## config.mk

```make
export PLATFORM = sky130hd
export DESIGN_NAME = memory_bus_arbiter
export DESIGN_NICKNAME = d
export VERILOG_FILES = /design/src/rtl/memory_bus_arbiter.sv
export SDC_FILE = /design/constraint.sdc
export NUM_CORES = 1
export LEC_CHECK = 0
export CAP_MARGIN = 10
export CELL_PAD_IN_SITES_DETAIL_PLACEMENT = 1
export CELL_PAD_IN_SITES_GLOBAL_PLACEMENT = 1
export CORE_MARGIN = 5
export CORE_UTILIZATION = 46
export CTS_CLUSTER_DIAMETER = 60
export DETAILED_ROUTE_END_ITERATION = 6
export PLACE_DENSITY = 0.77
export SLEW_MARGIN = 20
export SYNTH_ARGS = -nofsm -noshare
export SYNTH_HDL_FRONTEND = slang
export SYNTH_SLANG_ARGS = --single-unit
```

## constraint.sdc

```tcl
create_clock -name clk -period 7.8 [get_ports clk]
set_clock_uncertainty 0.1 [all_clocks]
set_input_delay 1.56 -clock clk [delete_from_list [all_inputs] [get_ports clk]]
set_output_delay 1.56 -clock clk [all_outputs]
set_load 0.01 [all_outputs]
```

## src/rtl/memory_bus_arbiter.sv

```systemverilog
// memory_bus_arbiter
//   Decides whether the CPU or the FPU owns the shared data memory and drives
//   the bus mux select. Every ownership change passes through a one-cycle
//   TURN state, so the mux never switches while a grant is live. Simultaneous
//   requests from IDLE are resolved round-robin. A tenure limit revokes an
//   owner that holds the bus for too long while the other master is waiting.
//
// Ports
//   clk          single clock, shared with both masters
//   rst_n        asynchronous active-low reset
//   cpu_req      CPU level request, held for as long as it needs the bus
//   fpu_req      FPU level request
//   cpu_gnt      CPU may drive memory this cycle (registered)
//   fpu_gnt      FPU may drive memory this cycle (registered)
//   bus_control  mux select, 0 = CPU, 1 = FPU (registered)
//   bus_busy     cpu_gnt | fpu_gnt (registered)
//   preempt      one-cycle pulse in the TURN cycle that follows a revocation
module memory_bus_arbiter #(
  parameter int MAX_TENURE = 16,
  parameter int TENURE_W   = 5
) (
  input  logic clk,
  input  logic rst_n,
  input  logic cpu_req,
  input  logic fpu_req,
  output logic cpu_gnt,
  output logic fpu_gnt,
  output logic bus_control,
  output logic bus_busy,
  output logic preempt
);

  typedef enum logic [1:0] {
    ST_IDLE    = 2'd0,
    ST_CPU_OWN = 2'd1,
    ST_FPU_OWN = 2'd2,
    ST_TURN    = 2'd3
  } state_t;

  // A zero limit turns preemption off entirely.
  localparam bit                PREEMPT_EN  = (MAX_TENURE != 0);
  localparam logic [TENURE_W-1:0] TENURE_LAST = TENURE_W'(MAX_TENURE - 1);
  localparam logic [TENURE_W-1:0] TENURE_SAT  = {TENURE_W{1'b1}};

  state_t              state_r;
  state_t              next_state_s;
  logic                target_r;
  logic                target_s;
  logic                last_owner_r;
  logic                winner_s;
  logic                preempt_s;
  logic [TENURE_W-1:0] tenure_r;
  logic                cpu_gnt_r;
  logic                fpu_gnt_r;
  logic                bus_control_r;
  logic                bus_busy_r;
  logic                preempt_r;
  logic                cpu_gnt_s;
  logic                fpu_gnt_s;
  logic                bus_control_s;
  logic                bus_busy_s;

  assign cpu_gnt     = cpu_gnt_r;
  assign fpu_gnt     = fpu_gnt_r;
  assign bus_control = bus_control_r;
  assign bus_busy    = bus_busy_r;
  assign preempt     = preempt_r;

  // State, bookkeeping and registered outputs.
  always_ff @(posedge clk or negedge rst_n) begin
    if (!rst_n) begin
      state_r       <= ST_IDLE;
      target_r      <= 1'b0;
      last_owner_r  <= 1'b1;  // FPU, so the CPU wins the first tie
      tenure_r      <= '0;
      cpu_gnt_r     <= 1'b0;
      fpu_gnt_r     <= 1'b0;
      bus_control_r <= 1'b0;
      bus_busy_r    <= 1'b0;
      preempt_r     <= 1'b0;
    end else begin
      state_r       <= next_state_s;
      target_r      <= target_s;
      cpu_gnt_r     <= cpu_gnt_s;
      fpu_gnt_r     <= fpu_gnt_s;
      bus_control_r <= bus_control_s;
      bus_busy_r    <= bus_busy_s;
      preempt_r     <= preempt_s;
      if (next_state_s == ST_CPU_OWN) begin
        last_owner_r <= 1'b0;
      end else if (next_state_s == ST_FPU_OWN) begin
        last_owner_r <= 1'b1;
      end else begin
        last_owner_r <= last_owner_r;
      end
      // Clear on entry to an OWN state, count while staying, never wrap.
      if ((next_state_s == ST_CPU_OWN || next_state_s == ST_FPU_OWN) &&
          (state_r != next_state_s)) begin
        tenure_r <= '0;
      end else if ((state_r == ST_CPU_OWN || state_r == ST_FPU_OWN) &&
                   (tenure_r != TENURE_SAT)) begin
        tenure_r <= tenure_r + TENURE_W'(1);
      end else begin
        tenure_r <= tenure_r;
      end
    end
  end

  // Next-state decision, TURN target and revocation detection.
  always_comb begin
    next_state_s = state_r;
    target_s     = target_r;
    preempt_s    = 1'b0;
    winner_s     = 1'b0;
    case (state_r)
      ST_IDLE: begin
        if (cpu_req && fpu_req) begin
          winner_s = ~last_owner_r;
        end else if (fpu_req) begin
          winner_s = 1'b1;
        end else begin
          winner_s = 1'b0;
        end
        // Grant directly only when the mux is already parked on the winner.
        if (cpu_req || fpu_req) begin
          if (winner_s == bus_control_r) begin
            next_state_s = winner_s ? ST_FPU_OWN : ST_CPU_OWN;
          end else begin
            next_state_s = ST_TURN;
            target_s     = winner_s;
          end
        end else begin
          next_state_s = ST_IDLE;
        end
      end
      ST_CPU_OWN: begin
        if (!cpu_req) begin
          if (fpu_req) begin
            next_state_s = ST_TURN;
            target_s     = 1'b1;
          end else begin
            next_state_s = ST_IDLE;
          end
        end else if (fpu_req && PREEMPT_EN && (tenure_r == TENURE_LAST)) begin
          next_state_s = ST_TURN;
          target_s     = 1'b1;
          preempt_s    = 1'b1;
        end else begin
          next_state_s = ST_CPU_OWN;
        end
      end
      ST_FPU_OWN: begin
        if (!fpu_req) begin
          if (cpu_req) begin
            next_state_s = ST_TURN;
            target_s     = 1'b0;
          end else begin
            next_state_s = ST_IDLE;
          end
        end else if (cpu_req && PREEMPT_EN && (tenure_r == TENURE_LAST)) begin
          next_state_s = ST_TURN;
          target_s     = 1'b0;
          preempt_s    = 1'b1;
        end else begin
          next_state_s = ST_FPU_OWN;
        end
      end
      ST_TURN: begin
        if (target_r ? fpu_req : cpu_req) begin
          next_state_s = target_r ? ST_FPU_OWN : ST_CPU_OWN;
        end else begin
          next_state_s = ST_IDLE;
        end
      end
      default: begin
        next_state_s = ST_IDLE;
      end
    endcase
  end

  // Next values of the registered outputs, derived from the next state.
  always_comb begin
    cpu_gnt_s = (next_state_s == ST_CPU_OWN);
    fpu_gnt_s = (next_state_s == ST_FPU_OWN);
    bus_busy_s = cpu_gnt_s | fpu_gnt_s;
    // The mux only moves on entry to TURN, when no grant can be live.
    if (next_state_s == ST_TURN) begin
      bus_control_s = target_s;
    end else begin
      bus_control_s = bus_control_r;
    end
  end

endmodule

```

# ---- Yosys cells after proc, flatten, opt, wreduce, memory -nomap -nowiden
# Cells that the tools add are included.
# Widths: inputs -> output; s select.
dict set report classes {
  addsub 1
  n_eq_ne 10
  muxes 34
  bitwise 2
  reduce_logical 11
}
# cell count
set op_table {}
lappend op_table {{$mux 2} 10}
lappend op_table {{$mux 1} 19}
lappend op_table {{$mux 5} 2}
lappend op_table {{$eq 2x2->1 const B} 4}
lappend op_table {{$pmux 2 s4} 1}
lappend op_table {{$add 5x1->5 const B} 1}
lappend op_table {{$eq 5x4->1 const B} 1}
lappend op_table {{$logic_and 1x1->1} 5}
lappend op_table {{$ne 5x5->1 const B} 1}
lappend op_table {{$eq 2x1->1 const B} 2}
lappend op_table {{$reduce_bool 2->1} 2}
lappend op_table {{$logic_or 1x1->1} 3}
lappend op_table {{$pmux 1 s3} 1}
lappend op_table {{$logic_not 2->1} 1}
lappend op_table {{$ne 2x2->1} 1}
lappend op_table {{$pmux 1 s2} 1}
lappend op_table {{$eq 1x1->1} 1}
lappend op_table {{$not 1->1} 1}
lappend op_table {{$or 1x1->1} 1}
dict set report word_totals {
  regBits 14
  in_bits 4
  output_inout_bits 5
  elab_cells 67
}

# ---- Longest topological paths before layout
dict set report depth {
  word_depth 11
  depth_mapped 11
  mapped_depth_nobuf 10
}

# ---- Worst setup path before layout
# OpenSTA, ideal clock, no wires.
dict set report synth_timing {
  path_type {input-to-reg}
  startpoint {in fpu_req}
  endpoint {reg tenure_r[0]}
  setup_ns 0.140
  arrival_time_ns 3.369
  t_required_ns 7.560
  setup_slack_ns 4.191
  cell_stages 10
  n_path_buf 2
  path_cell_list {buf_2 and2_1 inv_1 ha_1 a2111oi_4 ha_1 clkbuf_1 nand2_1 mux2i_1 a211oi_1}
}
dict set report synth_between {
  elab_chain_len 11
  word_cells_on_any_way 24
  classes_between {eq/ne: 4; mux: 14; reduce/logical: 6}
}
# item line_no
set synth_rtl {}
lappend synth_rtl {{start: declaration} 25} ;# input logic fpu_req,
lappend synth_rtl {{$mux 1 / $logic_and 1x1->1 (equally long branches)} {119, 117}}
lappend synth_rtl {{$mux 1} 117} ;# if (cpu_req && fpu_req) begin
lappend synth_rtl {{$mux 1} 115} ;# case (state_r)
lappend synth_rtl {{$mux 2 / $eq 1x1->1 (equally long branches)} {127, 126}}
lappend synth_rtl {{$mux 2} 126} ;# if (winner_s == bus_control_r) begin
lappend synth_rtl {{$mux 2} 125} ;# if (cpu_req || fpu_req) begin
lappend synth_rtl {{$pmux 2 s4 (*)} 115}
lappend synth_rtl {{$eq 2x1->1 / $eq 2x2->1 (equally long branches)} 97} ;# if ((next_state_s == ST_CPU_OWN || next_state_s == ST_FPU_OWN) &&
lappend synth_rtl {{$logic_or 1x1->1} 97}
lappend synth_rtl {{$logic_and 1x1->1 (*)} 97}
lappend synth_rtl {{$mux 5 / $reduce_bool 2->1 (equally long branches)} -}
lappend synth_rtl {{end signal: assignment} 102} ;# tenure_r <= tenure_r + TENURE_W'(1);
lappend synth_rtl {{end signal: assignment} 104} ;# tenure_r <= tenure_r;
lappend synth_rtl {{end: declaration} 52} ;# logic [TENURE_W-1:0] tenure_r;
# Every way passes the cells marked *; elsewhere a longest branch is shown, timed or not. The select of a mux whose other input is x is not followed.
# A chain may end at the register's enable or synchronous reset.

# ---- Worst setup path in the final report
# Same ends and word-level chain as after synthesis.

==> results by group <==
Layout
  – Layout area overhead: 15.1%
  – Cell area after layout: 1050 um^2
  – Count of antenna diodes in the layout: 0
  – Sequential standard cell area: 352 um^2
  – Multi-input logic area: 513 um^2
  – Share of layout cells above drive strength 1: 10.3%
  – NumNets Final: 115
  – Final-layout fill cell count: 221

Setup path
  – Worst Setup Start Kind: input pin
  – Most common cell on crit path: ha_1
  – Crit. Startpoint: fpu_req
  – Critical path arrival: 4.04 ns
  – Reg2Reg Depth: 10
  – Cell chain of the critical path: clkdlybuf4s50_1 > and2_1 > inv_1 > ha_1 > a2111oi_4 > ha_1 > nand2_1 > mux2i_1 > a211oi_1
  – R2R Path End: tenure_r[0]$_DFFE_PN0P_
  – Reg-to-reg setup timing slack: 4.83 ns
  – Worst path slowest cell: clkdlybuf4s50_1
  – Crit path max-delay family: buffers and inverters
  – Critical path required time: 7.85 ns
  – Worst-path fanout max: 10
  – WS Path Type: in2reg
  – Slowest stage delay, CP: 0.66 ns
  – Crit end category: flip-flop
  – RR Startpoint: tenure_r[0]$_DFFE_PN0P_
  – Buffers plus inverters on the worst setup path: 2

Synth
  – Ranking of synthesized cells by area: dfrtp_1, ha_1, a211oi_1
  – Ys flop type: dfrtp_1
  – Yosys top cell area share: 35.7%
  – Syn_nets: 105
  – Asr flop ratio synth: 100%
  – Synth Instances: 88
  – Synth warn: 0
  – Syn avg cell area: 10.4 um^2
  – Area leader, netlist: dfrtp_1
  – Yosys reg bits: 14
  – Sequential-to-total area share from yosys stat: 38.6%
  – Synth unique cells: 31
  – EDFF count, synth: 0
  – Cell area after synthesis: 911 um^2

Floorplanning
  – Die area: 2970 um^2
  – Die H: 54.5 um
  – Starting density of the core: 47.4%
  – Core Box Area: 1920 um^2
  – Die Width: 54.5 um
  – Num rows: 16
  – Top-level port count: 9

Pwr
  – Pwr Density: 434 nW/um^2
  – VDD IR max: 0.206 mV
  – Static leakage: 0.000482 uW
  – Total Power: 455 uW

Clocking
  – Post-CTS setup buffers: 0
  – Num CTS Buffers: 3
  – Root Buffer: clkbuf_4
  – CTS resizes: 0
  – Clk Latency, worst-skew pair: 0.29 ns
  – CTS Buffer Depth: 2
  – Hold buffers post-CTS: 0
  – CTS tree: built
  – CTS clk-pin slew, worst paths: 0.08 ns
  – Clock sinks: 14
  – Max H-tree Level: 1

Timing
  – Max Fclk: 251 MHz
  – Final Cycle Share: 51.1%
  – Hold Vio Cnt, Final: 0
  – Slew at the pin with the worst max-slew slack: 0.659 ns
  – Final setup viols: 0
  – Slew HR: 56.0%
  – Final slew viol count: 0
  – RSZ-0062 raised after global routing: no
  – Min Clock Period, post-route: 3.98 ns
  – Final setup TNS: 0 ns

Status
  – Status: completed

Detailed routing
  – Routed Antenna Nets: 0
  – 1st-iter DRT viols: 13
  – Via/cell ratio: 5.24
  – WL/cell: 15.6 um
  – DR DRC count: 0
  – DRT Pass-1 Iters: 4
  – Vias post-DR: 650
  – WL final: 1930 um

GRT
  – Antenna violations before repair: 0
  – Vias in the first global route: 691
  – Largest net degree at the start of global routing: 15
  – GRT Overall Usage: 16.2%
  – First-pass GRT wire length: 3350 um
  – Gr ovfl total: 0

Worst hold path
  – Worst Hold Launch: last_owner_r$_DFFE_PN1P_
  – Hold Crit Endpoint: last_owner_r$_DFFE_PN1P_
  – HP Class: reg2reg
  – Hold path cells: 2

Placed design
  – Final HPWL DP: 1490 um
  – Dpl cell area: 1010 um^2
  – Port Buf Inserts: 8
  – Final Wtd Congestion: 0.794

Flow run
  – Max_cap viols: 0
-- stage by stage --
step | std cells | worst slack [ns] | hold WS [ns] | util (%)
after floorplan | 88 | 4.19 | 0.349 | -
after global placement | 120 | 3.64 | 0.380 | 52.7
after detailed placement | 120 | 3.52 | 0.378 | 52.7
after CTS | 124 | 3.81 | 0.397 | 54.6
after global routing | 124 | 3.55 | 0.439 | 54.6
final | 124 | 3.82 | 0.395 | 54.6
-- worst max path at each step --
stage	cells after the start	end	slack [ns]
2_1_floorplan	10	tenure_r[0]$_DFFE_PN0P_	4.19
3_3_place_gp	9	tenure_r[2]$_DFFE_PN0P_	3.64
3_5_place_dp	9	tenure_r[0]$_DFFE_PN0P_	3.52
4_1_cts	9	tenure_r[0]$_DFFE_PN0P_	3.81
5_1_grt	9	tenure_r[3]$_DFFE_PN0P_	3.55
6_report	9	tenure_r[0]$_DFFE_PN0P_	3.82
-- cell usage in the layout, fill, tap and decap left out, types with 2 or more instances in the layout --
cell and count:
nand4_1 2, clkbuf_4 3, xor2_1 2, nand2_1 7, nor2_1 3, a221oi_1 2
clkdlybuf4s50_1 8, inv_1 9, ha_1 13, o21ai_0 3, xnor2_1 2, dfrtp_1 13
nand2b_1 2, a21oi_1 4, a211oi_1 5, mux2i_1 3
-- flip-flops by register name (all words and copies together), names as in the netlist --
register      flops
bus_control       1
fpu_gnt           1
bus_busy          1
target_r          1
last_owner_r      1
cpu_gnt           1
state_r           2
preempt           1
tenure_r          5
-- area by class of cell --
class	instances	area share [%]
clock buffer	4	3.46
timing repair buffer	8	7.64
inverter	9	3.22
sequential	14	33.5
tap	27	3.22
multi-input combinational	62	48.9
-- Yosys cell counts (2+ instances only) --
cell type,count
a211oi_1,5
o21ai_0,3
a221oi_1,2
nor2_1,3
nand2b_1,2
nand2_1,7
clkbuf_1,2
mux2i_1,3
nand4_1,2
xor2_1,2
dfrtp_1,13
a21oi_1,4
inv_1,9
xnor2_1,2
ha_1,13
-- tightest hold or removal path: stages, from the launching register on --
cell     delay, ns
dfstp_2       0.39
inv_1         0.05
mux2i_1       0.06
-- per-layer routing --
metal / GRT usage, % / vias up / share of wire, %
met5: 0 / - / 0
met3: 4.09 / 2 / 3.3
li1: - / 328 / -
met2: 23.9 / 10 / 46
met1: 22.3 / 310 / 49
met4: 6.64 / 0 / 1.3
-- power by group --
| group | switching [uW] | internal [uW] | leakage, uW |
|---|---|---|---|
| logic | 155 | 116 | 0.000283 |
| clock network | 25.6 | 28.5 | 0.0000210 |
| registers | 24.8 | 105 | 0.000178 |
-- cells by family (layout without fill, tap and decap cells) --
| group | after synthesis | in the layout | share of synthesized area (%) |
|---|---|---|---|
| AND/OR/NAND/NOR | 20 | 20 | 11.0 |
| buffers and inverters | 12 | 21 | 5.08 |
| adder cells (fa/ha/maj) | 13 | 13 | 17.9 |
| AO/OA/AOI/OAI | 21 | 21 | 19.1 |
| multiplexers | 4 | 4 | 4.53 |
| XOR/XNOR | 4 | 4 | 3.85 |
| flip-flops | 14 | 14 | 38.6 |
Note: power is estimated with default switching activity, not from simulation.
